`src/rtl/psg_bus_arbiter.sv`:
```
// -----------------------------------------------------------------------------
// psg_bus_arbiter
//
// Shares the write side of a TurboSound pair of YM2149 SSGs between the Z80
// port decoder and an autonomous replay engine. Each request becomes a
// sequence of BDIR pulses on the common BDIR/BC/DI bus, and psg_a8 picks the
// target chip. Each BDIR pulse is followed by one idle gap cycle.
//
// The CPU's view of each chip is protected:
//   - the TurboSound chip select (FF/FE written to the address port) is
//     tracked here and never reaches the bus;
//   - a per-chip shadow holds the register number the CPU last selected;
//   - every replay write ends with a restore pulse that latches that shadow
//     value again, so the CPU's latched address never appears disturbed.
//
// Handshake (replay side): a request transfers on a rising CLK edge where
// rp_valid and rp_ready are both high. rp_ready is combinational. It is high
// only when the arbiter is idle, no CPU write is pending, and no CPU write
// strobe is present this cycle, so the CPU always wins a tie. rp_* fields are
// sampled only on that edge. The CPU side has no back-pressure: a cpu_wr that
// finds the single pending slot occupied is dropped, and cpu_ovr is set.
//
// Ports:
//   CLK, RESET     system clock; synchronous active-high reset
//   cpu_wr         one-cycle CPU write strobe
//   cpu_sel_addr   with cpu_wr: 1 = register-select port, 0 = data port
//   cpu_di[7:0]    CPU write data
//   rp_valid       replay request valid
//   rp_ready       replay request can be accepted this cycle
//   rp_chip        replay target chip
//   rp_reg[3:0]    replay target register
//   rp_data[7:0]   replay write data
//   psg_bdir       BDIR to both chips (registered)
//   psg_bc         BC to both chips (registered)
//   psg_do[7:0]    DI to both chips (registered); holds the op byte
//                  through its gap cycle
//   psg_a8[1:0]    per-chip A8, one-hot during a pulse, else 0 (registered)
//   rd_chip        current CPU chip select, steers the read mux (registered)
//   cpu_ovr        sticky: a CPU write was dropped (registered)
// -----------------------------------------------------------------------------
module psg_bus_arbiter (
   input  logic       CLK,
   input  logic       RESET,
   input  logic       cpu_wr,
   input  logic       cpu_sel_addr,
   input  logic [7:0] cpu_di,
   input  logic       rp_valid,
   output logic       rp_ready,
   input  logic       rp_chip,
   input  logic [3:0] rp_reg,
   input  logic [7:0] rp_data,
   output logic       psg_bdir,
   output logic       psg_bc,
   output logic [7:0] psg_do,
   output logic [1:0] psg_a8,
   output logic       rd_chip,
   output logic       cpu_ovr
);

   typedef enum logic [3:0] {
      IDLE    = 4'd0,
      CPU_OP  = 4'd1,
      CPU_GAP = 4'd2,
      R_ADDR  = 4'd3,
      R_GAP1  = 4'd4,
      R_DATA  = 4'd5,
      R_GAP2  = 4'd6,
      R_REST  = 4'd7,
      R_GAP3  = 4'd8
   } state_t;

   state_t state;
   state_t state_n;

   // Pending CPU write slot
   logic       slot_full;
   logic       slot_sel;
   logic       slot_chip;
   logic [7:0] slot_data;
   logic       slot_full_n;
   logic       slot_sel_n;
   logic       slot_chip_n;
   logic [7:0] slot_data_n;

   // TurboSound select and per-chip register shadows
   logic            cur_chip;
   logic            cur_chip_n;
   logic [1:0][3:0] shadow;
   logic [1:0][3:0] shadow_n;

   // Latched replay request (the register number is consumed on acceptance)
   logic       rq_chip;
   logic [7:0] rq_data;
   logic       rq_chip_n;
   logic [7:0] rq_data_n;

   logic       ovr_n;

   // Next values of the registered bus outputs
   logic       bdir_n;
   logic       bc_n;
   logic [7:0] do_n;
   logic [1:0] a8_n;
   logic       chip_n;

   // Request decode
   logic       idle;
   logic       chip_sel_wr;
   logic       cap_wr;
   logic       drain;
   logic       slot_free;
   logic       direct;
   logic       rp_accept;

   // CPU op source: the slot if something is waiting, else the live strobe
   logic       op_sel;
   logic       op_chip;
   logic [7:0] op_data;

   // ---------------------------------------------------------------------------
   // Request decode
   // ---------------------------------------------------------------------------
   always_comb begin
      idle        = (state == IDLE);
      // FF / FE on the address port only switch the TurboSound chip select.
      chip_sel_wr = cpu_wr & cpu_sel_addr & (cpu_di[7:1] == 7'h7F);
      cap_wr      = cpu_wr & ~chip_sel_wr;
      // The slot empties into a bus op whenever the FSM leaves IDLE with it
      // full. A strobe in that same cycle refills it.
      drain       = idle & slot_full;
      slot_free   = ~slot_full | drain;
      // An idle arbiter with an empty slot issues the write at once, so the
      // write does not pass through the slot.
      direct      = idle & ~slot_full & cap_wr;
      rp_ready    = ~RESET & idle & ~slot_full & ~cpu_wr;
      rp_accept   = rp_valid & rp_ready;

      op_sel      = slot_full ? slot_sel  : cpu_sel_addr;
      op_chip     = slot_full ? slot_chip : cur_chip;
      op_data     = slot_full ? slot_data : cpu_di;
   end

   // ---------------------------------------------------------------------------
   // FSM: state register
   // ---------------------------------------------------------------------------
   always_ff @(posedge CLK) begin
      if (RESET) begin
         state <= IDLE;
      end else begin
         state <= state_n;
      end
   end

   // ---------------------------------------------------------------------------
   // FSM: next state. A replay sequence is never interrupted; CPU writes that
   // arrive during it wait in the slot.
   // ---------------------------------------------------------------------------
   always_comb begin
      state_n = state;
      case (state)
         IDLE: begin
            if (slot_full | cap_wr) begin
               state_n = CPU_OP;
            end else if (rp_accept) begin
               state_n = R_ADDR;
            end
         end
         CPU_OP:  state_n = CPU_GAP;
         CPU_GAP: state_n = IDLE;
         R_ADDR:  state_n = R_GAP1;
         R_GAP1:  state_n = R_DATA;
         R_DATA:  state_n = R_GAP2;
         R_GAP2:  state_n = R_REST;
         R_REST:  state_n = R_GAP3;
         R_GAP3:  state_n = IDLE;
         default: state_n = IDLE;
      endcase
   end

   // ---------------------------------------------------------------------------
   // Slot, chip select, shadows, replay latch, overrun
   // ---------------------------------------------------------------------------
   always_comb begin
      slot_full_n = slot_full & ~drain;
      slot_sel_n  = slot_sel;
      slot_chip_n = slot_chip;
      slot_data_n = slot_data;
      cur_chip_n  = cur_chip;
      shadow_n    = shadow;
      rq_chip_n   = rq_chip;
      rq_data_n   = rq_data;
      ovr_n       = cpu_ovr;

      if (chip_sel_wr) begin
         cur_chip_n = ~cpu_di[0];            // FF -> chip 0, FE -> chip 1
      end

      if (cap_wr) begin
         if (slot_free) begin
            // The shadow follows the CPU's select when the write is accepted,
            // so a restore that is already running sees the new value.
            if (cpu_sel_addr) begin
               shadow_n[cur_chip] = cpu_di[3:0];
            end
            if (!direct) begin
               slot_full_n = 1'b1;
               slot_sel_n  = cpu_sel_addr;
               slot_chip_n = cur_chip;
               slot_data_n = cpu_di;
            end
         end else begin
            ovr_n = 1'b1;
         end
      end

      if (rp_accept) begin
         rq_chip_n = rp_chip;
         rq_data_n = rp_data;
      end
   end

   // ---------------------------------------------------------------------------
   // Bus outputs, computed from the next state so that they are registered
   // yet still line up with the state they belong to.
   // ---------------------------------------------------------------------------
   always_comb begin
      bdir_n = 1'b0;
      bc_n   = 1'b0;
      chip_n = rq_chip_n;
      do_n   = psg_do;                       // hold through gaps and idle
      case (state_n)
         CPU_OP: begin
            bdir_n = 1'b1;
            bc_n   = op_sel;
            chip_n = op_chip;
            do_n   = op_data;
         end
         R_ADDR: begin
            bdir_n = 1'b1;
            bc_n   = 1'b1;
            do_n   = {4'h0, rp_reg};          // only entered on acceptance
         end
         R_DATA: begin
            bdir_n = 1'b1;
            do_n   = rq_data_n;
         end
         R_REST: begin
            bdir_n = 1'b1;
            bc_n   = 1'b1;
            do_n   = {4'h0, shadow_n[rq_chip_n]};
         end
         default: begin
         end
      endcase
      a8_n = bdir_n ? (chip_n ? 2'b10 : 2'b01) : 2'b00;
   end

   // ---------------------------------------------------------------------------
   // Datapath and output registers
   // ---------------------------------------------------------------------------
   always_ff @(posedge CLK) begin
      if (RESET) begin
         slot_full <= 1'b0;
         slot_sel  <= 1'b0;
         slot_chip <= 1'b0;
         slot_data <= 8'h00;
         cur_chip  <= 1'b0;
         shadow    <= '0;
         rq_chip   <= 1'b0;
         rq_data   <= 8'h00;
         cpu_ovr   <= 1'b0;
         psg_bdir  <= 1'b0;
         psg_bc    <= 1'b0;
         psg_do    <= 8'h00;
         psg_a8    <= 2'b00;
      end else begin
         slot_full <= slot_full_n;
         slot_sel  <= slot_sel_n;
         slot_chip <= slot_chip_n;
         slot_data <= slot_data_n;
         cur_chip  <= cur_chip_n;
         shadow    <= shadow_n;
         rq_chip   <= rq_chip_n;
         rq_data   <= rq_data_n;
         cpu_ovr   <= ovr_n;
         psg_bdir  <= bdir_n;
         psg_bc    <= bc_n;
         psg_do    <= do_n;
         psg_a8    <= a8_n;
      end
   end

   assign rd_chip = cur_chip;

endmodule

```
`config.mk`:
```
export PLATFORM = sky130hd
export DESIGN_NAME = psg_bus_arbiter
export DESIGN_NICKNAME = d
export VERILOG_FILES = /design/src/rtl/psg_bus_arbiter.sv
export SDC_FILE = /design/constraint.sdc
export NUM_CORES = 1
export LEC_CHECK = 0
export ABC_AREA = 1
export CAP_MARGIN = 20
export CORE_UTILIZATION = 47
export CTS_CLUSTER_DIAMETER = 50
export DETAILED_ROUTE_END_ITERATION = 10
export PLACE_DENSITY = 0.74
export SYNTH_ARGS = -nofsm -noshare
export SYNTH_HDL_FRONTEND = slang
export SYNTH_SLANG_ARGS = --single-unit
```
`constraint.sdc`:
```
create_clock -name CLK -period 1.75 [get_ports CLK]
set_clock_uncertainty 0.15 [all_clocks]
set_input_delay 0.525 -clock CLK [delete_from_list [all_inputs] [get_ports CLK]]
set_output_delay 0.525 -clock CLK [all_outputs]
set_load 0.005 [all_outputs]
```
# Yosys cells after proc, flatten, opt, wreduce, memory -nomap -nowiden
# Cells that the tools add are included.
dict set report classes {
  magnitude_cmp 3
  n_eq_ne 11
  mux 24
  n_bitwise 22
  n_reduce_logical 8
}
# cell count
set op_table {}
lappend op_table {{two-way mux 8 bit} 5}
lappend op_table {{case mux 8 bit (4 select lines)} 1}
lappend op_table {{case mux 4 bit (7 select lines)} 1}
lappend op_table {{equality test 4 x 3 -> 1 bit, second input constant} 6}
lappend op_table {{two-way mux 4 bit} 5}
lappend op_table {{bitwise AND 1 bit} 11}
lappend op_table {{inverter 1 bit} 9}
lappend op_table {{bitwise mux 8 bit} 1}
lappend op_table {{equality test 4 x 1 -> 1 bit, second input constant} 2}
lappend op_table {{equality test 4 x 2 -> 1 bit, second input constant} 2}
lappend op_table {{two-way mux 1 bit} 8}
lappend op_table {{equality test 7 bit, second input constant} 1}
lappend op_table {{demux 4 bit (select 1 bit)} 1}
lappend op_table {{logical NOT 4 bit} 1}
lappend op_table {{less-than comparator 1 x 2 -> 1 bit, second input constant} 2}
lappend op_table {{nonzero test 4 bit} 1}
lappend op_table {{OR reduction 2 bit} 2}
lappend op_table {{OR reduction 4 bit} 1}
lappend op_table {{AND reduction 3 bit} 1}
lappend op_table {{two-way mux 2 bit} 1}
lappend op_table {{OR 1 bit} 2}
lappend op_table {{case mux 1 bit (2 select lines)} 1}
lappend op_table {{AND reduction 2 bit} 1}
lappend op_table {{>= comparator 1 bit, second input constant} 1}
lappend op_table {{logical AND 1 bit} 1}
dict set report totals {
  reg_bits 46
  output_inout_bits 15
  word_cells 83
}

# Logic depth before layout (Yosys ltp)
# Gate-level depths: netlist (run 1).
dict set report depth {
  depth_word 13
  ltp_mapped 12
}

# Least setup slack after synthesis (run 1)
# OpenSTA, ideal clock, no wires.
dict set report synth_path {
  path_kind {input-to-reg}
  start {input cpu_di[7]}
  end {register psg_do[3]}
  setup_ps 109
  arrival_time_ps 1557
  slack_ps -66
  path_stages 12
  path_buffers 1
  path_cell_list {inv_1 > nor2_1 > nand3_1 > nand2_1 > nand4_2 > nand2_2 > nand2_4 > buf_6 > nor2_1 > nor2_1 > nand2_1 > inv_1}
}
dict set report synth_between {
  elab_chain_len 9
  elab_cells_between_ends 16
  classes_between {eq/ne (5); mux (6); bitwise (4); reduce/logical (1)}
}
# element line_no
set synth_rtl {}
lappend synth_rtl {{start, declared} 46} ;# input logic [7:0] cpu_di,
lappend synth_rtl {{equality test 7 bit (*)} 126} ;# chip_sel_wr = cpu_wr & cpu_sel_addr & (cpu_di[7:1] == 7'h7F);
lappend synth_rtl {{bitwise AND 1 bit (*)} 126}
lappend synth_rtl {{inverter 1 bit (*)} 127} ;# cap_wr = cpu_wr & ~chip_sel_wr;
lappend synth_rtl {{bitwise AND 1 bit (*)} 127}
lappend synth_rtl {{OR 1 bit} 162} ;# if (slot_full | cap_wr) begin
lappend synth_rtl {{two-way mux 4 bit} 162}
lappend synth_rtl {{case mux 4 bit (7 select lines)} 160} ;# case (state)
lappend synth_rtl {{equality test 4 x 3 -> 1 bit (tied with other cells)} 231} ;# case (state_n)
lappend synth_rtl {{case mux 8 bit (4 select lines) or nonzero test 4 bit (tied branches)} -}
lappend synth_rtl {{end signal, assigned} 288} ;# psg_do <= do_n;
lappend synth_rtl {{end, declared} 54} ;# output logic [7:0] psg_do,
# Every way passes the cells marked *; elsewhere a longest branch is shown, timed or not. The select of a mux whose other input is x is not followed.
# A chain may end at the register's enable or synchronous reset.

# Worst setup path in the final report (run 1)
dict set report layout_path {
  start {register state[3]}
  end {register psg_bc}
}
dict set report layout_between {
  elab_chain_len 11
  elab_cells_between_ends 19
  classes_between {eq/ne (9); mux (4); bitwise (4); reduce/logical (2)}
}
# element line_no
set layout_rtl {}
lappend layout_rtl {{start, declared} 72} ;# state_t state;
lappend layout_rtl {{start signal, assigned} 150} ;# state <= state_n;
lappend layout_rtl {{logical NOT 4 bit} {124, 160}}
lappend layout_rtl {{bitwise AND 1 bit (3 in a row)} 135} ;# rp_ready = ~RESET & idle & ~slot_full & ~cpu_wr;
lappend layout_rtl {{bitwise AND 1 bit} 136} ;# rp_accept = rp_valid & rp_ready;
lappend layout_rtl {{two-way mux 4 bit} 164} ;# end else if (rp_accept) begin
lappend layout_rtl {{two-way mux 4 bit} 162}
lappend layout_rtl {{case mux 4 bit (7 select lines) (*)} 160}
lappend layout_rtl {{equality test 4 x 3 -> 1 bit or equality test 4 x 2 -> 1 bit (tied branches)} 231}
lappend layout_rtl {{OR reduction 2 bit (no source line)} -}
lappend layout_rtl {{case mux 1 bit (2 select lines) (*)} 231}
lappend layout_rtl {{end signal, assigned} 287} ;# psg_bc <= bc_n;
lappend layout_rtl {{end, declared} 53} ;# output logic psg_bc,
# Every way passes the cells marked *; elsewhere a longest branch is shown, timed or not.

==> results of run 1 <==
worst max-delay path, stage by stage (launching register included):
cell and delay, ns:
dfxtp_2 0.34, nor2_4 0.13, nand2_4 0.08, buf_12 0.14, nor2_8 0.14, nand3_4 0.15, nand4_4 0.12, nand2_4 0.08
buf_4 0.15, nand2_4 0.12, nand4_1 0.13, a21oi_1 0.22
state kept, by name, summed over array words and instances (netlist names):
| signal | flops |
|---|---|
| psg_do | 8 |
| rq_data | 8 |
| shadow | 8 |
| slot_data | 8 |
| state | 4 |
| psg_a8 | 2 |
| cpu_ovr | 1 |
| psg_bc | 1 |
| psg_bdir | 1 |
| rd_chip | 1 |
| rq_chip | 1 |
| slot_chip | 1 |
| slot_full | 1 |
| slot_sel | 1 |
metal layers:
metal  global-route usage [%]  vias to the layer above  part of all wire, %
met5                        0                        -                    0
met4                     13.3                        0                  4.9
met3                     7.98                       42                  9.0
met2                     53.5                      178                   48
met1                     38.6                     1262                   38
li1                         -                     1214                    -
layout make-up:
cell class	count	share of cell area [%]
multi-input cells	216	39.1
clock buffers	7	2.61
well taps	52	1.76
flip-flops and latches	46	25.3
repair buffers	111	27.3
clock inverters	1	0.237
inverters	33	3.62
cells by family after synthesis:
logic type | Yosys count | synth area share (%)
AND/OR/NAND/NOR | 152 | 33.9
AO/OA/AOI/OAI | 61 | 16.2
flip-flops | 46 | 41.2
buffers and inverters | 44 | 8.78
cell usage after synthesis:
cell type  instances  share of area, %
buf_6              3               1.5
nor3_1             1              0.22
or2_0              2              0.56
o21ai_0           17               3.8
clkbuf_1           4              0.67
nand3_1           13               2.9
nor2_8             1              0.89
o21ai_1            4              0.89
clkinv_1           1              0.17
nand2_2            4               1.1
buf_2              3              0.67
nor3_2             2              0.89
nand2_4            4               2.0
nand3_2            1              0.45
inv_1             30               5.0
a211oi_1           4               1.3
o211ai_1           1              0.34
o21a_1             1              0.34
nand2_1           41               6.9
dfxtp_1           46                41
nand3_4            1              0.78
or2_2              4               1.1
o21ai_2            4               1.6
o2111ai_1          4               1.6
a21oi_1           19               4.3
nor2_1            58               9.7
a21oi_2            1              0.39
nor2_2             4               1.1
inv_2              1              0.17
buf_1              1              0.17
nand4_2            1              0.56
a31oi_1            6               1.7
nand4_1            6               1.7
nor4_1             1              0.28
or2_1              6               1.7
clkinv_4           1              0.39
nor2_4             2               1.0
path summary, 6_finish.rpt:
kind,endpoint,depth (start not counted),slack [ns],startpoint
setup / recovery,psg_bc$_SDFF_PP0_,11,-0.30,state[3]$_SDFF_PP0_
hold / removal,slot_data[1]$_SDFFE_PP0P_,2,0.33,slot_data[1]$_SDFFE_PP0P_
setup reg to reg,psg_bc$_SDFF_PP0_,11,-0.30,state[3]$_SDFF_PP0_
hold reg to reg,slot_data[1]$_SDFFE_PP0P_,2,0.33,slot_data[1]$_SDFFE_PP0P_
metrics by stage:
stage | total power [W] | setup TNS (ns) | utilization (%) | setup slack [ns] | hold slack (ns)
3_3_place_gp | 0.00233 | -25.17 | 68.1 | -0.742 | 0.293
2_1_floorplan | 0.00185 | -0.0177 | - | -0.0177 | 0.281
6_report | 0.00364 | -3.73 | 82.6 | -0.298 | 0.328
5_1_grt | 0.00379 | -5.47 | 82.6 | -0.350 | 0.345
3_5_place_dp | 0.00236 | -25.63 | 68.1 | -0.770 | 0.299
4_1_cts | 0.00344 | -2.73 | 79.7 | -0.164 | 0.313
timing repair:
| item | 4_1_cts | 5_1_grt |
|---|---|---|
| cloned | 6 | 0 |
| gates resized for setup | 101 | 41 |
| pin swaps | 30 | 26 |
| endpoints found under the setup margin | 58 | 40 |
| setup buffers | 14 | 6 |
power groups by stage:
stage | logic [W] | clock network, W | registers, W
floorplan | 0.000583 | 0 | 0.00127
global placement | 0.00107 | 0 | 0.00126
detailed placement | 0.00109 | 0 | 0.00126
CTS | 0.00144 | 0.000746 | 0.00125
global route | 0.00170 | 0.000808 | 0.00128
finish | 0.00163 | 0.000752 | 0.00127
==> impl_results.md, run 1 <==
* DR iter-0 viols at ~250
* Setup ws final at -0.298 ns
* Leak at around 1.6 nW
* Clock Tree Buf Depth at 2
* VDD IR max at between 0.5 and 0.6 mV
* Final HPWL DP at just over 4 mm
* Max-slew headroom at 74.1%
* Max Freq at 0.488 GHz
* Logic pwr share at about 45%
* Die ar. at approximately 5000 um^2
* Post-route cell area at roughly 3700 um^2
* Crit-path max FO at 8
* Clock Sinks at 46
* Pre-antenna DRT Iters at 8
* Hold crit path type: flop to flop
* Cell area after synthesis at roughly 2200 um^2
* Global route overflow at 0
* Sw frac at approximately 36%
* Most frequent cells in the layout: 55 x buf_4, 50 x nor2_1, 35 x dfxtp_1, 30 x nand2_1, 25 x inv_1
* Initial core utilization at 50.0%
* Total I/O pin count at 41
* Clk slew on worst S/H paths at around 0.09 ns
* Final std cells w/o fill at between 400 and 500
* CP Class: flop to flop
* Routability cong. at between 0.8 and 0.9
* Failing checks: DRC, setup timing
* Tcrit/Tclk final at 117%
* Final hold vios at 0
* Largest net degree at the start of global routing at 27
* First-pass GRT wire length at 12.2 mm
* Antenna Nets Post-Route at 0
* Setup crit end kind: flop
* IO buf count at 40
* Initial antenna violation count at 0
* Power Dens Cells at around 990 nW/um^2
* DRC Markers at 3
* Post-CTS Hold Buffers at 0
* Status: finished with violations
* Diodes inserted at 0
* Die width at 71.0 um
* Vias at between 2,000 and 3,000
* Die Ht at around 71 um
* Clk root buf: clkbuf_8
* Total GRT Usage at about a third
* Nets@finish at around 440
* Clock power frac at between 20% and 30%
* Syn nets at between 300 and 400
* Switch Pwr at between 0.001 and 0.0015 W
* FF+latch area at 935 um^2
* Yosys reg bits at 46
* Placed cell count at between 400 and 500
* Sequential share of power at 34.7%
* Cell row count at 24
* Worst path required time at around 1.8 ns
* TritonCTS clock tree: done
* Most common cell after layout, fill and taps aside: buf_4
* Mapped Cells at between 300 and 400
* Fill cells at 277
* Mean Syn Cell Area at between 7 and 8 um^2
* Routed len/inst at 18.3 um
* Max-slew violation total from the final report at 0
* Area grow syn2layout at 65.2%
* Synth warn at 0
* Internal power at between 0.002 and 0.0025 W
* Crit path DAT at 2.13 ns
* CTS H-tree depth at 2
* Core area at roughly 4500 um^2
* Setup-failing EPs final at 31
* Unique masters post-synth at 37
* Worst slew pin tran at around 0.39 ns
* Post-synthesis sequential area ratio at between 40% and 50%
* Crit path launch type: flop
* Unrepaired setup endpoints after global routing: true
* Post-DP Area at slightly above 3000 um^2
* Layout cells sized above 1 at ~43%
* Post-route minimum period at 2.05 ns
* Vias in the first global route at 2,530
* Max_cap viols at 0
* Routed wire length at 8.51 mm
* Clk_lat worst skew at just over 0.3 ns
* Total CTS buffers at 5
* Vias/cell at 5.79
* Area of the multi-input gates at ~1400 um^2
(Power assumes the default switching activity.)
==> run 2, diff against run 1 <==
Settings changed: RECOVER_POWER set to 50.
==> results of run 2 <==
Same layout as run 1: the final DEF is identical, and so are final timing and power.
